`src/rtl/mac_result_streamer_pkg.sv`:
```
`default_nettype none
// ============================================================================
// Package : mac_pkg
// Purpose : Shared constants and types for the MAC result streamer slice:
//           default accumulator/saturation widths, frame header magic
//           nibbles and the frame FSM state encoding.
// Revision: 1.0 - initial release
// ============================================================================
package mac_pkg;

  localparam int ACC_W_DEFAULT = 24;
  localparam int SAT_W_DEFAULT = 16;

  // Upper nibble of the header byte tells the consumer whether the payload
  // is the raw accumulator or the saturated (narrower) result.
  localparam logic [3:0] HDR_RAW = 4'hA;
  localparam logic [3:0] HDR_SAT = 4'hB;

  typedef enum logic [1:0] {
    IDLE = 2'd0,
    HDR  = 2'd1,
    DATA = 2'd2,
    CSUM = 2'd3
  } state_e;

endpackage
`default_nettype wire

```
`src/rtl/mac_result_streamer_if.sv`:
```
`default_nettype none
// ============================================================================
// Interface : mac_result_streamer_if
// Purpose   : Byte-stream valid/ready channel carrying result frames.
// Signals   : out_data  [7:0] frame byte (master -> slave)
//             out_valid       byte valid (master -> slave)
//             out_last        final byte of frame (master -> slave)
//             out_ready       byte accepted when valid & ready (slave -> master)
// Revision  : 1.0 - initial release
// ============================================================================
interface mac_result_streamer_if;

  logic [7:0] out_data;
  logic       out_valid;
  logic       out_last;
  logic       out_ready;

  modport master (
    output out_data,
    output out_valid,
    output out_last,
    input  out_ready
  );

  modport slave (
    input  out_data,
    input  out_valid,
    input  out_last,
    output out_ready
  );

endinterface
`default_nettype wire

```
`src/rtl/mac_result_streamer_sat_clip.sv`:
```
`default_nettype none
// ============================================================================
// Module  : mac_sat_clip
// Purpose : Combinational signed saturation of an IN_W-bit value to OUT_W
//           bits. Values above the OUT_W signed maximum clip to the maximum,
//           values below the signed minimum clip to the minimum, anything
//           else is passed through truncated.
// Ports   : in_val  [IN_W-1:0]  signed input
//           out_val [OUT_W-1:0] signed saturated output
// Params  : IN_W >= OUT_W
// Revision: 1.0 - initial release
// ============================================================================
module mac_sat_clip #(
  parameter int IN_W  = 24,
  parameter int OUT_W = 16
) (
  input  logic [IN_W-1:0]  in_val,
  output logic [OUT_W-1:0] out_val
);

  localparam logic [OUT_W-1:0] MAX_V = {1'b0, {(OUT_W-1){1'b1}}};
  localparam logic [OUT_W-1:0] MIN_V = {1'b1, {(OUT_W-1){1'b0}}};

  // The value fits in OUT_W signed bits exactly when every bit from the
  // OUT_W sign position upward is a copy of the input sign bit.
  logic [IN_W-OUT_W:0] top_bits;
  logic                fits;

  assign top_bits = in_val[IN_W-1:OUT_W-1];
  assign fits     = (&top_bits) | ~(|top_bits);

  always_comb begin
    out_val = in_val[OUT_W-1:0];
    if (!fits) begin
      out_val = in_val[IN_W-1] ? MIN_V : MAX_V;
    end
  end

endmodule
`default_nettype wire

```
`src/rtl/mac_result_streamer.sv`:
```
`default_nettype none
// ============================================================================
// Module  : mac_result_streamer
// Purpose : Readout stage for the signed MAC. On cap_req the accumulator is
//           snapshotted and streamed as a byte frame:
//             header {magic, seq}, data bytes LSB first, XOR checksum.
//           The accumulator may keep running while the snapshot drains.
// Ports   : clk        clock, rising edge
//           rst_n      synchronous active-low reset
//           acc_in     [ACC_W-1:0] signed accumulator value
//           cap_req    snapshot request / frame start
//           clr_ovr    clear sticky overrun flag
//           out_if     byte stream (master): out_data/out_valid/out_last,
//                      out_ready
//           busy       frame in progress
//           overrun    sticky: cap_req seen while a frame was in progress
//           seq        [3:0] sequence number of next/current frame
// Config  : MAC_RESULT_SAT_EN - when defined, the snapshot is acc_in
//           saturated to SAT_W signed bits, the frame carries SAT_W/8 data
//           bytes and the header magic is HDR_SAT. Otherwise the full ACC_W
//           snapshot is sent with HDR_RAW and no clipping logic exists.
// Revision: 1.0 - initial release
// ============================================================================
module mac_result_streamer
  import mac_pkg::*;
#(
  parameter int ACC_W = ACC_W_DEFAULT,
  parameter int SAT_W = SAT_W_DEFAULT
) (
  input  logic                  clk,
  input  logic                  rst_n,
  input  logic [ACC_W-1:0]      acc_in,
  input  logic                  cap_req,
  input  logic                  clr_ovr,
  mac_result_streamer_if.master out_if,
  output logic                  busy,
  output logic                  overrun,
  output logic [3:0]            seq
);

`ifdef MAC_RESULT_SAT_EN
  localparam bit SAT_EN = 1'b1;
`else
  localparam bit SAT_EN = 1'b0;
`endif

  localparam int         SNAP_W    = SAT_EN ? SAT_W : ACC_W;
  localparam int         NB        = SNAP_W / 8;
  localparam int         IDX_W     = (NB > 1) ? $clog2(NB) : 1;
  localparam logic [3:0] HDR_MAGIC = SAT_EN ? HDR_SAT : HDR_RAW;
  localparam logic [IDX_W-1:0] LAST_IDX = IDX_W'(NB - 1);

  // --------------------------------------------------------------------------
  // Snapshot source: raw accumulator or its saturated form
  // --------------------------------------------------------------------------
  logic [SNAP_W-1:0] snap_src;

`ifdef MAC_RESULT_SAT_EN
  mac_sat_clip #(
    .IN_W  (ACC_W),
    .OUT_W (SNAP_W)
  ) u_sat_clip (
    .in_val  (acc_in),
    .out_val (snap_src)
  );
`else
  assign snap_src = acc_in;
`endif

  // --------------------------------------------------------------------------
  // State
  // --------------------------------------------------------------------------
  state_e             state_q, state_d;
  logic [SNAP_W-1:0]  snap_q,  snap_d;
  logic [IDX_W-1:0]   idx_q,   idx_d;
  logic [7:0]         csum_q,  csum_d;
  logic [3:0]         seq_q,   seq_d;
  logic               ovr_q,   ovr_d;

  logic               valid_int;
  logic               hs;
  logic               capture;
  logic               ovr_set;
  logic [7:0]         hdr_byte;
  logic [7:0]         data_byte;
  logic [7:0]         out_byte;

  assign valid_int = (state_q != IDLE);
  assign hs        = valid_int & out_if.out_ready;
  assign hdr_byte  = {HDR_MAGIC, seq_q};

  // A request is taken when idle, or on the checksum handshake so that a
  // new frame follows the previous one without an idle cycle.
  assign capture = cap_req & ((state_q == IDLE) | ((state_q == CSUM) & hs));
  assign ovr_set = cap_req & (state_q != IDLE) & ~((state_q == CSUM) & hs);

  // Current data byte selected by the byte index.
  always_comb begin
    data_byte = 8'h00;
    for (int k = 0; k < NB; k++) begin
      if (idx_q == IDX_W'(k)) begin
        data_byte = snap_q[8*k +: 8];
      end
    end
  end

  always_comb begin
    out_byte = 8'h00;
    case (state_q)
      HDR:     out_byte = hdr_byte;
      DATA:    out_byte = data_byte;
      CSUM:    out_byte = csum_q;
      default: out_byte = 8'h00;
    endcase
  end

  // --------------------------------------------------------------------------
  // FSM: state register
  // --------------------------------------------------------------------------
  always_ff @(posedge clk) begin
    if (!rst_n) begin
      state_q <= IDLE;
    end else begin
      state_q <= state_d;
    end
  end

  // --------------------------------------------------------------------------
  // FSM: next-state logic
  // --------------------------------------------------------------------------
  always_comb begin
    state_d = state_q;
    case (state_q)
      IDLE: if (cap_req) state_d = HDR;
      HDR:  if (hs) state_d = DATA;
      DATA: if (hs && (idx_q == LAST_IDX)) state_d = CSUM;
      CSUM: if (hs) state_d = cap_req ? HDR : IDLE;
      default: state_d = IDLE;
    endcase
  end

  // --------------------------------------------------------------------------
  // FSM: outputs
  // --------------------------------------------------------------------------
  always_comb begin
    out_if.out_valid = valid_int;
    out_if.out_data  = out_byte;
    out_if.out_last  = (state_q == CSUM);
    busy             = valid_int;
    overrun          = ovr_q;
    seq              = seq_q;
  end

  // --------------------------------------------------------------------------
  // Datapath next values
  // --------------------------------------------------------------------------
  always_comb begin
    snap_d = snap_q;
    idx_d  = idx_q;
    csum_d = csum_q;
    seq_d  = seq_q;
    ovr_d  = ovr_q;

    if (capture) begin
      snap_d = snap_src;
    end

    // Checksum is seeded with the header and folds in each data byte as it
    // is accepted, so it is complete by the time CSUM is presented.
    if (hs && (state_q == HDR)) begin
      idx_d  = '0;
      csum_d = hdr_byte;
    end else if (hs && (state_q == DATA)) begin
      idx_d  = (idx_q == LAST_IDX) ? '0 : idx_q + IDX_W'(1);
      csum_d = csum_q ^ data_byte;
    end

    if (hs && (state_q == CSUM)) begin
      seq_d = seq_q + 4'd1;
    end

    // Setting has priority over clearing.
    if (ovr_set) begin
      ovr_d = 1'b1;
    end else if (clr_ovr) begin
      ovr_d = 1'b0;
    end
  end

  always_ff @(posedge clk) begin
    if (!rst_n) begin
      snap_q <= '0;
      idx_q  <= '0;
      csum_q <= 8'h00;
      seq_q  <= 4'd0;
      ovr_q  <= 1'b0;
    end else begin
      snap_q <= snap_d;
      idx_q  <= idx_d;
      csum_q <= csum_d;
      seq_q  <= seq_d;
      ovr_q  <= ovr_d;
    end
  end

endmodule
`default_nettype wire
```
`src/flat_wrapper.sv`:
```
// flat-port wrapper written by rule: the top's interface ports become plain ports
module mac_result_streamer_flat import mac_pkg::*;
#(
  parameter int ACC_W = ACC_W_DEFAULT,
  parameter int SAT_W = SAT_W_DEFAULT
)
  (clk, rst_n, acc_in, cap_req, clr_ovr, busy, overrun, seq, out_if_out_data, out_if_out_valid, out_if_out_last, out_if_out_ready);
  mac_result_streamer_if out_if_i ();
  input  logic clk;
  input  logic rst_n;
  input  logic [ACC_W-1:0] acc_in;
  input  logic cap_req;
  input  logic clr_ovr;
  output logic busy;
  output logic overrun;
  output logic [3:0] seq;
  output wire logic [$bits(out_if_i.out_data)-1:0] out_if_out_data;
  output wire logic [$bits(out_if_i.out_valid)-1:0] out_if_out_valid;
  output wire logic [$bits(out_if_i.out_last)-1:0] out_if_out_last;
  input wire logic [$bits(out_if_i.out_ready)-1:0] out_if_out_ready;
  assign out_if_out_data = out_if_i.out_data;
  assign out_if_out_valid = out_if_i.out_valid;
  assign out_if_out_last = out_if_i.out_last;
  assign out_if_i.out_ready = out_if_out_ready;
  mac_result_streamer #(.ACC_W(ACC_W), .SAT_W(SAT_W)) u_core (.clk(clk), .rst_n(rst_n), .acc_in(acc_in), .cap_req(cap_req), .clr_ovr(clr_ovr), .out_if(out_if_i), .busy(busy), .overrun(overrun), .seq(seq));
endmodule
```
`config.mk`:
```
export PLATFORM = sky130hd
export DESIGN_NAME = mac_result_streamer_flat
export DESIGN_NICKNAME = d
export VERILOG_FILES = /design/src/rtl/mac_result_streamer_pkg.sv /design/src/rtl/mac_result_streamer_if.sv /design/src/rtl/mac_result_streamer_sat_clip.sv /design/src/rtl/mac_result_streamer.sv /design/src/flat_wrapper.sv
export SDC_FILE = /design/constraint.sdc
export NUM_CORES = 1
export LEC_CHECK = 0
export CORE_UTILIZATION = 54
export DETAILED_ROUTE_END_ITERATION = 8
export GPL_ROUTABILITY_DRIVEN = 0
export MAX_ROUTING_LAYER = met4
export PLACE_DENSITY_LB_ADDON = 0.2
export SLEW_MARGIN = 0
export SYNTH_ARGS = -nofsm -noshare
export SYNTH_HDL_FRONTEND = slang
export SYNTH_SLANG_ARGS = --single-unit
```
`constraint.sdc`:
```
create_clock -name clk -period 3.4 [get_ports clk]
set_input_delay 0.68 -clock clk [delete_from_list [all_inputs] [get_ports clk]]
set_output_delay 0.68 -clock clk [all_outputs]
set_load 0.02 [all_outputs]
```
# Yosys cells after proc, flatten, opt, wreduce, memory -nomap -nowiden

Cells that the tools add are included.

Add/subtract/negate cells: 2
Multiply operators: 0
Div/mod/pow operators: 0
Order comparisons: 0
Eq/ne operators: 9
Shift-type cells: 0
Mux-type cells: 15
Bitwise gates (word level): 9
Reductions and logical operators: 11

Operators with widths:

| kind                                                  | count |
|---|---|
| two-way mux 8 bit                                     | 5 |
| case mux 8 bit (3 select lines)                       | 1 |
| two-way mux 2 bit                                     | 5 |
| case mux 2 bit (4 select lines)                       | 1 |
| XOR 8 bit                                             | 1 |
| equality test 2 bit, second input constant            | 3 |
| inequality test 2 x 1 -> 1 bit, second input constant | 3 |
| nonzero test 2 bit                                    | 3 |
| bitwise AND 1 bit                                     | 5 |
| adder 4 x 1 -> 4 bit, second input constant           | 1 |
| equality test 2 x 1 -> 1 bit, second input constant   | 2 |
| logical AND 1 bit                                     | 4 |
| logical NOT 2 bit                                     | 2 |
| AND reduction 4 bit                                   | 1 |
| two-way mux 1 bit                                     | 3 |
| adder 2 x 1 -> 2 bit, second input constant           | 1 |
| inequality test 2 bit, second input constant          | 1 |
| inverter 1 bit                                        | 2 |
| OR reduction 2 bit                                    | 1 |
| OR 1 bit                                              | 1 |

Flip-flop bits (word level): 41
Bits in latches: 0
Bits in writable memories: 0
Bits in read-only memories: 0
Input bits: 29
Output and inout port bits: 16
Logic and storage cells: 53
Memories kept: 0

# Logic depth before layout (Yosys ltp)

Gate-level depths: netlist (run 1).

Word-level depth: 7
Mapped depth: 8
Depth with buffers taken out: 6

# Least setup slack after synthesis (run 1)

No wires, ideal clock.

Path type: register to output
Start: register u_core.state_q[1]
End: output port out_if_out_data[7]
Arrival time: 1.647 ns
Data required time: 2.720 ns
Path slack: 1.073 ns
Cell stages (with the launch flop): 5
Cells stage by stage: dfxtp_1 > ha_1 > clkbuf_1 > a32oi_4 > a31oi_1

Cells in the longest elaborated chain, start to end: 2
Elaborated cells between the ends (all ways): 4
Classes of those cells: eq/ne: 3; mux: 1

Ends and longest elaborated chain:

| element                                                             | RTL line                   | source |
|---|---|---|
| start, declared                                                     | mac_result_streamer.sv:73  | `state_e state_q, state_d;` |
| start signal, assigned                                              | mac_result_streamer.sv:124 | `state_q <= state_d;` |
| equality test 2 bit or equality test 2 x 1 -> 1 bit (tied branches) | mac_result_streamer.sv:109 | `case (state_q)` |
| case mux 8 bit (3 select lines) (*)                                 | mac_result_streamer.sv:109 |  |
| end, declared                                                       | flat_wrapper.sv:17         | `output wire logic [$bits(out_if_i.out_data)-1:0] out_if_out_data;` |

Every way passes the cells marked *; elsewhere a longest branch is shown, timed or not.

# Worst setup path after layout (run 1)

Start: register u_core.idx_q[1]
End: output port out_if_out_data[3]

Cells in the longest elaborated chain, start to end: 5
Elaborated cells between the ends (all ways): 7
Classes of those cells: eq/ne: 2; mux: 4; reduce/logical: 1

Ends and longest elaborated chain:

| element                             | RTL line                   | source |
|---|---|---|
| start, declared                     | mac_result_streamer.sv:75  | `logic [IDX_W-1:0] idx_q, idx_d;` |
| start signal, assigned              | mac_result_streamer.sv:199 | `idx_q <= idx_d;` |
| logical NOT 2 bit                   | mac_result_streamer.sv:101 | `if (idx_q == IDX_W'(k)) begin` |
| two-way mux 8 bit (2 in series)     | mac_result_streamer.sv:101 |  |
| two-way mux 8 bit (*)               | mac_result_streamer.sv:101 |  |
| case mux 8 bit (3 select lines) (*) | mac_result_streamer.sv:109 |  |

Marks and branches as above.

==> flow_metrics.env, run 1 <==
export IMPL_status="complete, no violations"
export IMPL_num_vias=1926
export IMPL_post_cts_setup_buffer_count=0
export IMPL_overflow=0
export IMPL_cts_root_buf="clkbuf_8"
export IMPL_clock_sinks=41
export IMPL_grt_first_pass_wirelength_mm=8.11
export IMPL_post_dp_hpwl_mm=3.36
export IMPL_routedWlPerCell_um=14.3
export IMPL_fin_crit_sh_pct=96.0
export IMPL_synth_top_area_share_pct=38.9
export IMPL_critical_path_class="reg -> out"
export IMPL_synthTopCellsByArea="dfxtp_1 39%, nand2_1 11%, a21oi_1 7.1%, a32oi_1 3.3%, ha_1 3.0%"
export IMPL_yosys_area_top_type="dfxtp_1"
export IMPL_endpoint_kind="output port"
export IMPL_leakage_uw=0.000934
export IMPL_slew_headroom_pct=44.9
export IMPL_seqPwrFrac_pct=34.7
export IMPL_grt_max_degree=25
export IMPL_cts_buffer_depth=2
export IMPL_syn_to_final_growth_pct=25.7
export IMPL_ctsResizeCount=0
export IMPL_min_path_cells=2
export IMPL_rsz0062_at_grt="false"
export IMPL_wl_met1_mm=2.23
export IMPL_netlist_top_cells_count="60 x nand2_1, 41 x dfxtp_1, 30 x a21oi_1"
export IMPL_firstDrtPassIters=4
export IMPL_finalClockSkew_ps=2.42
export IMPL_cts_tree="built"
export IMPL_hold_buffers=0
export IMPL_synth_ff_latch_count=41
export IMPL_die_h_um=64.5
export IMPL_cts_htree_levels=2
export IMPL_std_cell_rows=22
export IMPL_drt_wl_total_mm=4.82
export IMPL_first_global_vias=1827
export IMPL_post_route_util_pct=71.4
export IMPL_clock_fmax_ghz=0.306
export IMPL_cp_start_kind="flip-flop"
export IMPL_power_density_mw_per_mm2=661
export IMPL_wl_met2_mm=2.32
export IMPL_p_comb_share_pct=41.3
export IMPL_cts_buffers=5
export IMPL_portBuffers=44
export IMPL_crit_arrival_ps=2580
export IMPL_fin_nets=322
export IMPL_r2r_cells=6
export IMPL_fin_tns_setup_ps=0
export IMPL_top_layer="met4"
export IMPL_avgSynthCellArea_um2=8.41
export IMPL_via_per_inst=5.72
export IMPL_antenna_left=0
export IMPL_required_ps=2720
export IMPL_routed_wl_met3_um=209
export IMPL_finalCriticalPeriod_ps=3260
export IMPL_ios=45
export IMPL_synth_most_common_cell="nand2_1"
export IMPL_hold_class="reg -> reg"
export IMPL_clk_latency_ps=300
export IMPL_clk_pin_slew_ps=80
export IMPL_grt_total_usage_pct=26.2
export IMPL_drive_gt1_share_pct=9.00
export IMPL_peakVddDrop_v=0.000502
export IMPL_syn_nets=285
export IMPL_clkPwrFrac_pct=23.9
export IMPL_setup_viol=0
export IMPL_tightest_slew_ps=827
export IMPL_start_util_pct=56.8
export IMPL_maxSlewViolCount=0
export IMPL_async_reset_ff_share_pct=0
export IMPL_netSwitchingPower_uw=672
export IMPL_ys_warn_count=0
export IMPL_synth_edf_count=0
export IMPL_drv_cap=0
export IMPL_drc=0
export IMPL_path_max_fanout=9
export IMPL_finalHoldViolations=0
export IMPL_dieWidth_um=64.5
export IMPL_synth_main_ff_cell="dfxtp_1"
export IMPL_drtIter0Drc=140
export IMPL_antenna_found_initial=0
export IMPL_synth_seq_area_share_pct=38.9
export IMPL_diodes=0
export IMPL_dieArea_mm2=0.00417
export IMPL_synth_cells=251
export IMPL_core_area_mm2=0.00372
export IMPL_fill_cells=318
export IMPL_swShare_pct=38.3
export IMPL_syn_area_mm2=0.00211
export IMPL_intPower_uw=1080
export IMPL_synthDistinctLibCells=48
-- cell type report --
type	instances	area, um^2	area share, %
clock buffer	6	82.6	3.11
clock inverter	2	37.5	1.41
inverter	7	26.3	0.990
multi-input combinational	185	1160	43.6
sequential	41	821	30.9
tap	48	60.1	2.26
timing repair buffer	48	470	17.7
-- layer usage --
layer	vias to the layer above	global-route usage [%]
met5	-	-
met4	0	9.17
met3	9	7.57
met2	47	43.2
met1	910	30.3
li1	960	-
-- sequential cells by signal (all words and copies together) (netlist names) --
signal          cells
u_core.seq          4
u_core.snap_q      24
u_core.idx_q        2
u_core.csum_q       8
u_core.state_q      2
u_core.overrun      1
-- power by group through the flow --
stage	Combinational, uW	Clock (uW)	Sequential [uW]
global placement	711	0	617
finish	725	419	609
global route	795	444	617
floorplan	546	0	610
CTS	725	420	609
detailed placement	722	0	621
-- cells by family (layout without fill, tap and decap cells) --
| group | Yosys count | after routing | synth area share, % |
|---|---|---|---|
| xor+xnor | 6 | 6 | 2.49 |
| simple gates | 95 | 95 | 19.9 |
| buf+inv | 25 | 63 | 6.34 |
| compound gates | 72 | 72 | 25.8 |
| flops | 41 | 41 | 38.9 |
| mux | 7 | 7 | 3.67 |
| fa+ha+maj | 5 | 5 | 2.96 |
-- critical path: stages, from the launching register on --
cell	delay [ps]
dfxtp_1	570
nor2b_1	450
buf_4	250
o2bb2ai_2	130
a222oi_1	110
nor2_1	160
clkdlybuf4s50_1	620
-- worst paths after layout --
check	start	endpoint	slack (ps)
min	u_core.snap_q[9]$_SDFFE_PN0P_	u_core.snap_q[9]$_SDFFE_PN0P_	460
max	u_core.idx_q[1]$_SDFFE_PP0P_	out_if_out_data[3]	140
min reg2reg	u_core.snap_q[9]$_SDFFE_PN0P_	u_core.snap_q[9]$_SDFFE_PN0P_	460
max reg2reg	u_core.state_q[1]$_SDFFE_PN0P_	u_core.seq[3]$_SDFFE_PN0P_	1040
-- layout by cell type (no fill, tap or decap), types with 5 or more instances in the layout --
cell,count
nand2_1,60
clkdlybuf4s50_1,44
dfxtp_1,41
a21oi_1,30
nor2_1,15
a32oi_1,8
inv_1,7
clkbuf_8,6
nand3_1,5
ha_1,5
-- through the flow --
step / total power [uW] / instances / worst slack, ps / area [um^2] / hold WS [ps]
after global routing: 1860 / 337 / 45.5 / 2660 / 479
after floorplan: 1160 / 251 / 1070 / 2110 / 432
final: 1750 / 337 / 137 / 2660 / 457
after CTS: 1750 / 337 / 171 / 2660 / 459
after global placement: 1330 / 329 / 592 / 2530 / 440
after detailed placement: 1340 / 329 / 524 / 2530 / 448
No activity file was read; power rests on OpenSTA's default activity.
==> run 2, diff against run 1 <==
--- a/config.mk
+++ b/config.mk
@@ -5,6 +5,7 @@
 export SDC_FILE = /design/constraint.sdc
 export NUM_CORES = 1
 export LEC_CHECK = 0
+export ABC_AREA = 1
 export CORE_UTILIZATION = 54
 export DETAILED_ROUTE_END_ITERATION = 8
 export GPL_ROUTABILITY_DRIVEN = 0
==> run 2 against run 1 <==
  * Sequential cell count is the same
  * Core utilization fell by 1.0 points
  * Global-route usage shrank 1.6 points
  * The flow now finishes with violations (DRC)
  * Via count rose by 6.1%
  * Fmax up 6.0%
  * Worst setup slack improved by 190 ps
  * Total power is 10% lower
==> flow_metrics.env, run 2 <==
export IMPL_antenna_left=0
export IMPL_cts_buffer_depth=2
export IMPL_startpoint="u_core.idx_q[0]$_SDFFE_PP0P_"
export IMPL_grt_first_pass_wirelength_mm=7.60
export IMPL_cpPeakStageDelay_ps=640
export IMPL_cts_buffers=5
export IMPL_path_max_fanout=7
export IMPL_clk_pin_slew_ps=70
export IMPL_num_vias=2043
export IMPL_cp_start_kind="flip-flop"
export IMPL_cts_htree_levels=2
export IMPL_leakage_uw=0.00103
export IMPL_synthTopCellsByArea="dfxtp_1 40%, nand2_1 12%, nor2_1 9.3%, o21ai_0 8.8%, inv_1 6.2%"
export IMPL_cp_slowest_cell="clkdlybuf4s50_1"
export IMPL_finalCriticalPeriod_ps=3080
export IMPL_firstDrtPassIters=6
export IMPL_yosys_area_top_type="dfxtp_1"
export IMPL_tightest_slew_ps=943
export IMPL_via_per_inst=5.12
export IMPL_fin_crit_sh_pct=90.5
export IMPL_synth_ff_latch_count=41
export IMPL_required_ps=2720
export IMPL_syn_nets=344
export IMPL_layout_cells_non_filler=399
export IMPL_syn_to_final_growth_pct=25.4
export IMPL_peakVddDrop_v=0.000316
export IMPL_drive_gt1_share_pct=3.70
export IMPL_slew_headroom_pct=37.1
export IMPL_grt_max_degree=31
export IMPL_cts_root_buf="clkbuf_8"
export IMPL_synth_top_area_share_pct=39.9
export IMPL_met3_usage_pct=5.62
export IMPL_dp_slack_ps=661
export IMPL_synth_edf_count=0
export IMPL_layout_common_cells="66 x nand2_1, 51 x nor2_1, 44 x clkdlybuf4s50_1"
export IMPL_largest_register_ffs=24
export IMPL_async_reset_ff_share_pct=0
export IMPL_overflow=0
export IMPL_cts_tree="built"
export IMPL_finalPower_uw=1570
export IMPL_fin_tns_setup_ps=0
export IMPL_core_area_mm2=0.00366
export IMPL_ios=45
export IMPL_layout_commonest_cell="nand2_1"
export IMPL_finalHoldViolations=0
export IMPL_clk_latency_ps=290
export IMPL_endpoint_kind="output port"
export IMPL_status="finished with violations"
export IMPL_diodes=0
export IMPL_r2r_cells=9
export IMPL_stdcell_area_mm2=0.00258
export IMPL_portBuffers=44
export IMPL_synthDistinctLibCells=25
export IMPL_fin_nets=385
export IMPL_regArea_um2=821
export IMPL_r2r_start="u_core.state_q[1]$_SDFFE_PN0P_"
export IMPL_die_h_um=63.7
export IMPL_regMostFlops="u_core.snap_q"
export IMPL_routedWlPerCell_um=11.0
export IMPL_clock_sinks=41
export IMPL_hold_buffers=0
export IMPL_antenna_found_initial=0
export IMPL_crit_path_end="out_if_out_data[2]"
export IMPL_post_dp_hpwl_mm=3.28
export IMPL_fill_cells=327
export IMPL_path_common_cell="nand2_1"
export IMPL_std_cell_rows=22
export IMPL_setup_viol=0
export IMPL_finalClockSkew_ps=3.14
export IMPL_grt_busiest_layer="met2"
export IMPL_hold_class="reg -> reg"
export IMPL_syn_area_mm2=0.00206
export IMPL_path_cells="inv_1, nor2_1, nand2_1, nand3_1, nand2_1, a31oi_1, clkdlybuf4s50_1"
export IMPL_grt_total_usage_pct=24.5
export IMPL_power_density_mw_per_mm2=609
export IMPL_dieWidth_um=63.7
export IMPL_met2_usage_pct=41.2
export IMPL_timing_rr_end="u_core.snap_q[18]$_SDFFE_PN0P_"
export IMPL_dpl_instance_area_mm2=0.00249
export IMPL_ctsResizeCount=0
export IMPL_use_met1_pct=28.3
export IMPL_drv_cap=0
export IMPL_maxSlewViolCount=0
export IMPL_rsz0062_at_grt="false"
export IMPL_reg2reg_setup_slack_ps=830
export IMPL_drt_wl_total_mm=4.37
export IMPL_multi_input_area_mm2=0.00103
export IMPL_dieArea_mm2=0.00406
export IMPL_failed_checks="DRC"
export IMPL_post_cts_setup_buffer_count=0
export IMPL_start_util_pct=56.2
export IMPL_critical_path_class="reg -> out"
export IMPL_synth_most_common_cell="nand2_1"
export IMPL_synth_cells=310
export IMPL_drtIter0Drc=137
export IMPL_ys_warn_count=0
export IMPL_drc=1
export IMPL_fin_ws_ps=322
export IMPL_synth_main_ff_cell="dfxtp_1"
export IMPL_clock_fmax_ghz=0.325
export IMPL_first_global_vias=1816
export IMPL_synth_seq_area_share_pct=39.9
export IMPL_crit_arrival_ps=2400
export IMPL_netlist_top_cells_count="66 x nand2_1, 51 x nor2_1, 41 x dfxtp_1"
export IMPL_avgSynthCellArea_um2=6.64
export IMPL_placedCellCount=392
-- run 2: cell count changes after synthesis, moves of 6 or more --
cell     before  now
nand2_1      60   66
nor2_1       15   51
a21oi_1      30   24
nand3_1       5   19
inv_1         7   34
o21ai_0       3   36
a32oi_1       8    0
-- run 2: power breakdown --
part,switching (uW),internal (uW),leakage [uW]
logic,387,236,0.000653
clock network,160,161,0.0000443
registers,54.4,573,0.000336
total,601,970,0.00103
-- run 2: worst max-delay path: cells and delay by family, from the launching register on --
family                 cells  cell delay, ps
buffers and inverters      2             810
flip-flops                 1             430
AND/OR/NAND/NOR            4             710
AO/OA/AOI/OAI              1             150
-- run 2: kinds of logic after synthesis --
group	count (synthesis)	synth area share [%]
compound gates	71	18.2
fa+ha+maj	5	3.04
buf+inv	47	10.1
flops	41	39.9
simple gates	146	28.8
-- run 2: final cells by class --
type / count / share of cell area [%]
timing repair buffer: 45 / 17.4
tap: 48 / 2.33
multi-input combinational: 222 / 39.9
inverter: 36 / 5.24
sequential: 41 / 31.8
clock buffer: 7 / 3.35
-- run 2: per-layer routing --
| layer | vias to the layer above | routed length (um) |
|---|---|---|
| met5 | - | 0 |
| met4 | 0 | 72 |
| met3 | 8 | 191 |
| met2 | 56 | 2110 |
| met1 | 897 | 2000 |
| li1 | 1082 | - |
-- run 2: how the worst min path moves through the flow --
stage | startpoint | end | slack [ps] | depth (start not counted)
4_1_cts | u_core.snap_q[7]$_SDFFE_PN0P_ | u_core.snap_q[7]$_SDFFE_PN0P_ | 460 | 2
3_5_place_dp | u_core.snap_q[7]$_SDFFE_PN0P_ | u_core.snap_q[7]$_SDFFE_PN0P_ | 450 | 2
5_1_grt | u_core.snap_q[5]$_SDFFE_PN0P_ | u_core.snap_q[5]$_SDFFE_PN0P_ | 480 | 2
6_report | u_core.snap_q[0]$_SDFFE_PN0P_ | u_core.snap_q[0]$_SDFFE_PN0P_ | 460 | 2
2_1_floorplan | u_core.snap_q[21]$_SDFFE_PN0P_ | u_core.snap_q[21]$_SDFFE_PN0P_ | 430 | 2
3_3_place_gp | u_core.snap_q[5]$_SDFFE_PN0P_ | u_core.snap_q[5]$_SDFFE_PN0P_ | 440 | 2
-- run 2: metrics by stage --
| stage | hold slack (ps) | util (%) |
|---|---|---|
| after detailed placement | 452 | 68.1 |
| after global placement | 444 | 68.1 |
| after CTS | 462 | 70.4 |
| after global routing | 482 | 70.4 |
| after floorplan | 429 | - |
| final | 462 | 70.4 |
==> run 3, diff against run 2 <==
--- a/config.mk
+++ b/config.mk
@@ -5,7 +5,7 @@
 export SDC_FILE = /design/constraint.sdc
 export NUM_CORES = 1
 export LEC_CHECK = 0
-export ABC_AREA = 1
+export ABC_AREA = 0
 export CORE_UTILIZATION = 54
 export DETAILED_ROUTE_END_ITERATION = 8
 export GPL_ROUTABILITY_DRIVEN = 0
==> results of run 3 <==
Same layout as run 1: the final DEF is identical, and so are final timing and power.
